--- src/rtl/fetch_unit.sv ---
// Instruction fetch front end: drives the icache request, buffers returned words
// in a small in-order queue and hands them to decode over a valid/ready handshake.
module fetch_unit #(
    parameter logic [31:0] PC_INIT = 32'h0000_0000,
    parameter int          QDEPTH  = 2
) (
    input  logic        CLK,
    input  logic        RST,
    output logic        iREN,
    output logic [31:0] imemaddr,
    input  logic        ihit,
    input  logic [31:0] imemload,
    output logic [31:0] instruction,
    output logic [31:0] inst_pc,
    output logic [31:0] inst_npc,
    output logic        inst_valid,
    input  logic        inst_ready,
    input  logic        redirect,
    input  logic [31:0] redirect_pc,
    input  logic        halt,
    output logic        halted
);

    localparam int PTR_W = (QDEPTH > 1) ? $clog2(QDEPTH) : 1;
    localparam int CNT_W = PTR_W + 1;

    typedef enum logic [1:0] {
        ST_START = 2'd0,
        ST_RUN   = 2'd1,
        ST_HALT  = 2'd2
    } state_t;

    state_t state_reg, state_next;

    logic [31:0]      fetch_pc_reg, fetch_pc_next;
    logic [PTR_W-1:0] head_reg, head_next;
    logic [PTR_W-1:0] tail_reg, tail_next;
    logic [CNT_W-1:0] count_reg, count_next;

    logic fetch_en;
    logic accept;
    logic pop;
    logic flush;
    logic q_full;
    logic q_empty;

    logic [31:0] q_instr [QDEPTH];
    logic [31:0] q_pc    [QDEPTH];

    // The two low bits of a redirect target are dropped to keep fetch word aligned.
    logic unused_bits;
    assign unused_bits = &{1'b0, redirect_pc[1:0]};

    // ------------------------------------------------------------------
    // Control FSM: START holds fetch off for one cycle after reset so a
    // stale ihit from an abandoned request can never be accepted.
    // ------------------------------------------------------------------
    always_ff @(posedge CLK or posedge RST) begin
        if (RST) begin
            state_reg <= ST_START;
        end else begin
            state_reg <= state_next;
        end
    end

    always_comb begin
        state_next = state_reg;
        case (state_reg)
            ST_START: state_next = halt ? ST_HALT : ST_RUN;
            ST_RUN:   state_next = halt ? ST_HALT : ST_RUN;
            ST_HALT:  state_next = ST_HALT;
            default:  state_next = ST_START;
        endcase
    end

    always_comb begin
        fetch_en = 1'b0;
        halted   = 1'b0;
        case (state_reg)
            ST_RUN:  fetch_en = 1'b1;
            ST_HALT: halted   = 1'b1;
            default: begin
                fetch_en = 1'b0;
                halted   = 1'b0;
            end
        endcase
    end

    // ------------------------------------------------------------------
    // Handshakes
    // ------------------------------------------------------------------
    assign q_full  = (count_reg == CNT_W'(QDEPTH));
    assign q_empty = (count_reg == '0);

    assign iREN       = fetch_en && !redirect && !halt && !q_full;
    assign accept     = iREN && ihit;
    assign inst_valid = !q_empty && !halted;
    assign pop        = inst_valid && inst_ready;

    // Halt always flushes; a redirect only matters while still running.
    assign flush = halt || (redirect && !halted);

    // ------------------------------------------------------------------
    // Fetch PC and queue pointers
    // ------------------------------------------------------------------
    always_comb begin
        fetch_pc_next = fetch_pc_reg;
        head_next     = head_reg;
        tail_next     = tail_reg;
        count_next    = count_reg;
        if (flush) begin
            head_next  = '0;
            tail_next  = '0;
            count_next = '0;
            if (!halt && !halted) begin
                fetch_pc_next = {redirect_pc[31:2], 2'b00};
            end
        end else begin
            if (accept) begin
                tail_next     = tail_reg + PTR_W'(1);
                fetch_pc_next = fetch_pc_reg + 32'd4;
            end
            if (pop) begin
                head_next = head_reg + PTR_W'(1);
            end
            case ({accept, pop})
                2'b10:   count_next = count_reg + CNT_W'(1);
                2'b01:   count_next = count_reg - CNT_W'(1);
                default: count_next = count_reg;
            endcase
        end
    end

    always_ff @(posedge CLK or posedge RST) begin
        if (RST) begin
            fetch_pc_reg <= PC_INIT;
            head_reg     <= '0;
            tail_reg     <= '0;
            count_reg    <= '0;
        end else begin
            fetch_pc_reg <= fetch_pc_next;
            head_reg     <= head_next;
            tail_reg     <= tail_next;
            count_reg    <= count_next;
        end
    end

    // ------------------------------------------------------------------
    // Queue storage: payload needs no reset, occupancy is tracked by count.
    // ------------------------------------------------------------------
    for (genvar gi = 0; gi < QDEPTH; gi++) begin : g_entry
        logic [31:0] instr_reg;
        logic [31:0] pc_reg;
        logic        wr_en;

        assign wr_en = accept && (tail_reg == PTR_W'(gi));

        always_ff @(posedge CLK) begin
            if (wr_en) begin
                instr_reg <= imemload;
                pc_reg    <= fetch_pc_reg;
            end
        end

        assign q_instr[gi] = instr_reg;
        assign q_pc[gi]    = pc_reg;
    end

    // ------------------------------------------------------------------
    // Outputs: an empty queue presents a NOP at PC 0.
    // ------------------------------------------------------------------
    assign imemaddr    = fetch_pc_reg;
    assign instruction = inst_valid ? q_instr[head_reg] : 32'h0000_0000;
    assign inst_pc     = inst_valid ? q_pc[head_reg]    : 32'h0000_0000;
    assign inst_npc    = inst_pc + 32'd4;

endmodule

--- config.mk ---
export PLATFORM = sky130hd
export DESIGN_NAME = fetch_unit
export DESIGN_NICKNAME = d
export VERILOG_FILES = /design/src/rtl/fetch_unit.sv
export SDC_FILE = /design/constraint.sdc
export NUM_CORES = 1
export LEC_CHECK = 0
export ABC_AREA = 1
export CORE_ASPECT_RATIO = 0.5
export CORE_MARGIN = 5
export CORE_UTILIZATION = 46
export DETAILED_ROUTE_END_ITERATION = 10
export GPL_TIMING_DRIVEN = 0
export HOLD_SLACK_MARGIN = 0.05
export PLACE_DENSITY = 0.78
export SYNTH_ARGS = -nofsm -noshare
export SYNTH_HDL_FRONTEND = slang
export SYNTH_SLANG_ARGS = --single-unit
--- constraint.sdc ---
create_clock -name CLK -period 3.73 [get_ports CLK]
set_clock_uncertainty 0.15 [all_clocks]
set_input_delay 0.373 -clock CLK [delete_from_list [all_inputs] [get_ports CLK]]
set_output_delay 0.373 -clock CLK [all_outputs]
set_load 0.02 [all_outputs]
# == After elaboration in Yosys (flattened, before gate mapping) ==
# Cells that the tools add are included.
# totals
out_inout_bits,131
input_bits,70
register_bits,166
word_cells,68
# op_classes
bitwise_logic,2
eq_ne,6
reduce_logical,23
addsub,6
order_cmp,1
n_mux,21
# ops
operator,n
32-bit 2-to-1 mux,11
32-bit by 3-bit adder with 32-bit output (second input constant),2
1-bit logical AND,10
2-bit one-hot mux with 2 select lines,2
2-bit == test (second input constant),3
1-bit 2-to-1 mux,6
1-bit logical NOT,5
2-bit by 1-bit == test with 1-bit output (second input constant),2
2-bit logical NOT,2
2-bit 2-to-1 mux,2
2-bit nonzero test,2
3-bit nonzero test,1
1-bit adder (second input constant),2
2-bit by 1-bit adder with 2-bit output (second input constant),1
2-bit greater-or-equal comparator (second input constant),1
2-bit by 1-bit inequality test with 1-bit output (second input constant),1
1-bit NOT with 2-bit output,1
2-bit AND reduction,1
2-bit OR reduction,1
2-bit by 1-bit subtractor with 2-bit output (second input constant),1
1-bit logical OR,1
1-bit NOT,1

# == Depth between registers and ports, before layout ==
# logic_depth
depth_word,9
mapped_depth,16
mapped_depth_nobuf,14

# == Worst setup path after synthesis ==
# Ideal clock, no wire load.
# synth_timing
kind,register -> register
startpoint,register count_reg[0]
endpoint,register g_entry[1].instr_reg[0] (enable)
setup_slack_ps,-271
t_required_ps,3096
stages_incl_launch_ff,5
path_buffers,0
setup_time_ps,484
synth_period_minus_slack_ps,4001
arrival_time_ps,3367
path_cell_list,dfrtp_1 inv_1 nand2_1 nand4_2 nor2_1
# synth_between
elab_chain_len,5
# synth_lines
item,line_no,rtl
start: declaration,38,"logic [CNT_W-1:0] count_reg, count_next;"
start signal: assignment,144,count_reg <= count_next;
2-bit == test,92,assign q_full = (count_reg == CNT_W'(QDEPTH));
1-bit logical NOT,95,assign iREN = fetch_en && !redirect && !halt && !q_full;
1-bit logical AND,95,
1-bit logical AND,96,assign accept = iREN && ihit;
1-bit logical AND,156,assign wr_en = accept && (tail_reg == PTR_W'(gi));
net g_entry[1].wr_en,154,logic wr_en;
end signal: assignment,160,instr_reg <= imemload;
end: declaration,152,logic [31:0] instr_reg;
# The timed path passes the listed nets, and every way through them passes these cells.
# A chain may end at the register's enable or synchronous reset.

# == Worst setup path after layout ==
# layout_timing
startpoint,register state_reg[0]
endpoint,output port inst_npc[16]
# layout_between
elab_chain_len,6
# layout_lines
item,line_no,rtl
start: declaration,33,"state_t state_reg, state_next;"
start signal: assignment,62,state_reg <= state_next;
2-bit == test,79,case (state_reg)
1-bit 2-to-1 mux,79,
1-bit logical NOT,97,assign inst_valid = !q_empty && !halted;
1-bit logical AND,97,
32-bit 2-to-1 mux,174,assign inst_pc = inst_valid ? q_pc[head_reg] : 32'h0000_0000;
32-bit by 3-bit adder with 32-bit output,175,assign inst_npc = inst_pc + 32'd4;
end: declaration,15,"output logic [31:0] inst_npc,"
# Every way passes these cells.

==> metrics.md <==
| Metric | Value |
|---|---|
| Status | finished clean |
| Post-CTS sizing | 17 |
| Worst path max stage delay | 0.39 ns |
| Final worst slack | 0.2081 ns |
| H-tree depth | 4 |
| Critical path type | reg -> out |
| Slew @ Worst Pin | 0.9713 ns |
| CTS tree | done |
| Sink Count | 160 |
| # Post-CTS Setup Buffers | 0 |
| Synth warnings | 0 |
| Port bufs | 192 |
| GRT Total Usage | 0.2326 |
| CP max-delay cell | dfrtp_1 |
| Setup violations, final | 0 |
| Die Area | 0.02153 mm² |
| DRC | 0 |
| Vias in the first global route | 7469 |
| Total Wirelength | 25270 µm |
| LEAKAGE | 4.570 nW |
| P per Cell Area | 674.1 mW/mm² |
| Skew-Pair Late Insertion Delay | 0.42 ns |
| Final slew viol count | 0 |
| Synth Register Bits | 160 |
| Inserted Clock Buffers | 17 |
| Clk root buf | clkbuf_16 |
| Tmin final | 3.522 ns |
| First-pass GRT wire length | 39470 µm |
| Number of synthesized flops with an enable pin | 124 |
| Most frequent cell after synthesis | nand2_1 |
| Nets | 1303 |
| CTS clk-pin slew, worst paths | 0.07 ns |
| Area leader, netlist | edfxtp_1 |
| Max-cap violations | 0 |
| Die Y-Extent | 106.3 µm |
| CP Cell Sequence | inv_1, nand2_1, o21ai_2, clkbuf_8, a21oi_2, ha_2, inv_1, nor2_2, nand3_1, nor2_4, nand2_1, xor2_1, dlygate4sd2_1 |
| Iter 0 DRT Violations | 692 |
| Max reg flops | 64 |
| Placer Congestion | 0.9174 |
| Worst path bufs/invs | 4 |
| Via Count | 7569 |
| Primary FF master, synth | edfxtp_1 |
| Core ar. | 0.01831 mm² |
| Area Growth Syn to Fin | 33.87% |
| # diodes | 0 |
| Pwr Total | 7.699 mW |
| Asr flop ratio synth | 0.2250 |
| RSZ-0062 raised after global routing | no |
| Post-cts hold buffer count | 0 |
| Routed length per instance | 17.03 µm |
| Sequential element share of the synthesized area | 0.5421 |
| Grt total ovfl | 0 |
| Share of cells above drive strength 1 | 0.09968 |
| Synth Cell Area | 0.008531 mm² |
| Initial core utilization | 0.4660 |
| CP Launch Type | flop |
| Detailed-router iteration count before antenna repair | 6 |
| Largest net degree at the start of global routing | 37 |
| Worst EP required | 3.21 ns |
| Delay-heaviest family, CP | buffers and inverters |
| Initial antenna violation count | 0 |
| Top cell type's share of synthesized area | 0.4365 |
| Clk buf depth | 2 |
| Post-route ant nets | 0 |
| VDD IR max | 0.3441 mV |
| Vias per cell | 5.100 |
| Row count | 35 |
| Final worst-path cycle share | 0.9442 |
| CP Data Arrival Time | 3.00 ns |
| Critical Path End Type | primary output |
| Hold crit path type | in -> async |
| Dpl ws | -0.3616 ns |
| Synth unique cells | 38 |
| Synth cell count leaders | nand2_1 (356), nor2_1 (137), edfxtp_1 (124) |
| Fmax | 0.2839 GHz |
| Post-Synthesis Cells | 1014 |
| Top cells by area, synth | edfxtp_1 (44%), nand2_1 (16%), dfrtp_1 (11%), nor2_1 (6.0%), nand3_1 (3.6%) |
| Hpwl dp | 19100 µm |
| Hold slack | 0.2676 ns |
| Io pins | 201 |
| Die Span X | 202.6 µm |
| Relative slew slack | 0.3509 |
| Worst-path maximum fanout | 19 |
| Hold Vio Cnt, Final | 0 |
| Syn avg cell area | 8.413 µm² |
-- routing by layer --
metal | GRT usage | wire length, µm | up-vias
li1 | - | - | 3703
met1 | 0.3008 | 10550 | 3525
met2 | 0.3996 | 12350 | 295
met3 | 0.04480 | 1761 | 46
met4 | 0.07406 | 612 | 0
met5 | 0 | 0 | -
-- layout make-up --
cell class                 instances  area (µm²)
clock inverter                    14       146.4
sequential                       160        4624
buffer                            40       274.0
inverter                          81       309.0
tap                              240       300.3
multi-input combinational        737        3386
fill                            1542        6885
clock buffer                      18       429.2
timing repair buffer             194        1951
-- cell usage in the layout (no fill, tap or decap), drive strengths merged --
| master | synthesis | final |
|---|---|---|
| nor2 | 160 | 160 |
| ha | 2 | 2 |
| and3 | 1 | 1 |
| xnor2 | 4 | 4 |
| clkdlybuf4s15 | 0 | 1 |
| o21ai | 43 | 43 |
| clkinv | 2 | 5 |
| conb | 1 | 6 |
| o211ai | 2 | 2 |
| clkbuf | 10 | 28 |
| dlygate4sd2 | 0 | 9 |
| xor2 | 17 | 17 |
| and2 | 1 | 1 |
| edfxtp | 124 | 124 |
| o22ai | 2 | 2 |
| a21oi | 42 | 42 |
| nand3b | 4 | 4 |
| bufinv | 0 | 1 |
| clkinvlp | 0 | 2 |
| nand4 | 2 | 2 |
| buf | 31 | 32 |
| a31oi | 1 | 1 |
| dfrtp | 36 | 36 |
| a32oi | 1 | 1 |
| clkdlybuf4s50 | 0 | 182 |
| inv | 79 | 87 |
| nor3 | 9 | 9 |
| nand2 | 367 | 367 |
| nand3 | 73 | 73 |
-- through the flow --
stage | area [µm²] | cells | TNS (ns) | utilization
6_report | 11420 | 1484 | 0 | 0.6239
5_1_grt | 11420 | 1484 | 0 | 0.6239
4_1_cts | 11410 | 1484 | 0 | 0.6233
3_5_place_dp | 10830 | 1453 | -2.375 | 0.5915
3_3_place_gp | 10780 | 1451 | -73.17 | 0.5887
2_1_floorplan | 8554 | 1019 | 0 | -
-- cells by family (layout without fill, tap and decap cells) --
logic type | after synthesis | after routing | share of synthesized area
simple gates | 617 | 617 | 0.3087
flops | 160 | 160 | 0.5421
buf+inv | 122 | 347 | 0.06762
compound gates | 91 | 91 | 0.05661
xor+xnor | 21 | 21 | 0.02156
fa+ha+maj | 2 | 2 | 0.002933
other cells | 1 | 6 | 0.0004396
-- report_power, final --
group          internal (mW)  total, mW  switching, mW
clock network          0.944       1.71          0.764
logic                   1.35       3.37           2.02
registers               2.20       2.62          0.421
total                   4.50       7.70           3.20
-- worst reg2reg max path, stage by stage (launching register included) --
cell and delay (ns):
dfrtp_1 0.42, inv_1 0.10, nand2_1 0.15, nand4_2 0.27, nor2_4 0.82, buf_12 0.30
-- path summary, 6_finish.rpt --
check / startpoint / end / slack (ns) / cells past startpoint
min: RST / state_reg[0] / 0.27 / 2
max in group asynchronous: RST / imemaddr[22] / 2.66 / 2
min in group CLK: imemload[3] / g_entry[0].instr_reg[3] / 0.39 / 1
max: state_reg[0] / inst_npc[16] / 0.21 / 13
max reg2reg: count_reg[0] / g_entry[1].instr_reg[4] / 1.18 / 5
min reg2reg: state_reg[1] / state_reg[0] / 0.39 / 1
Note: power is estimated with default switching activity, not from simulation.
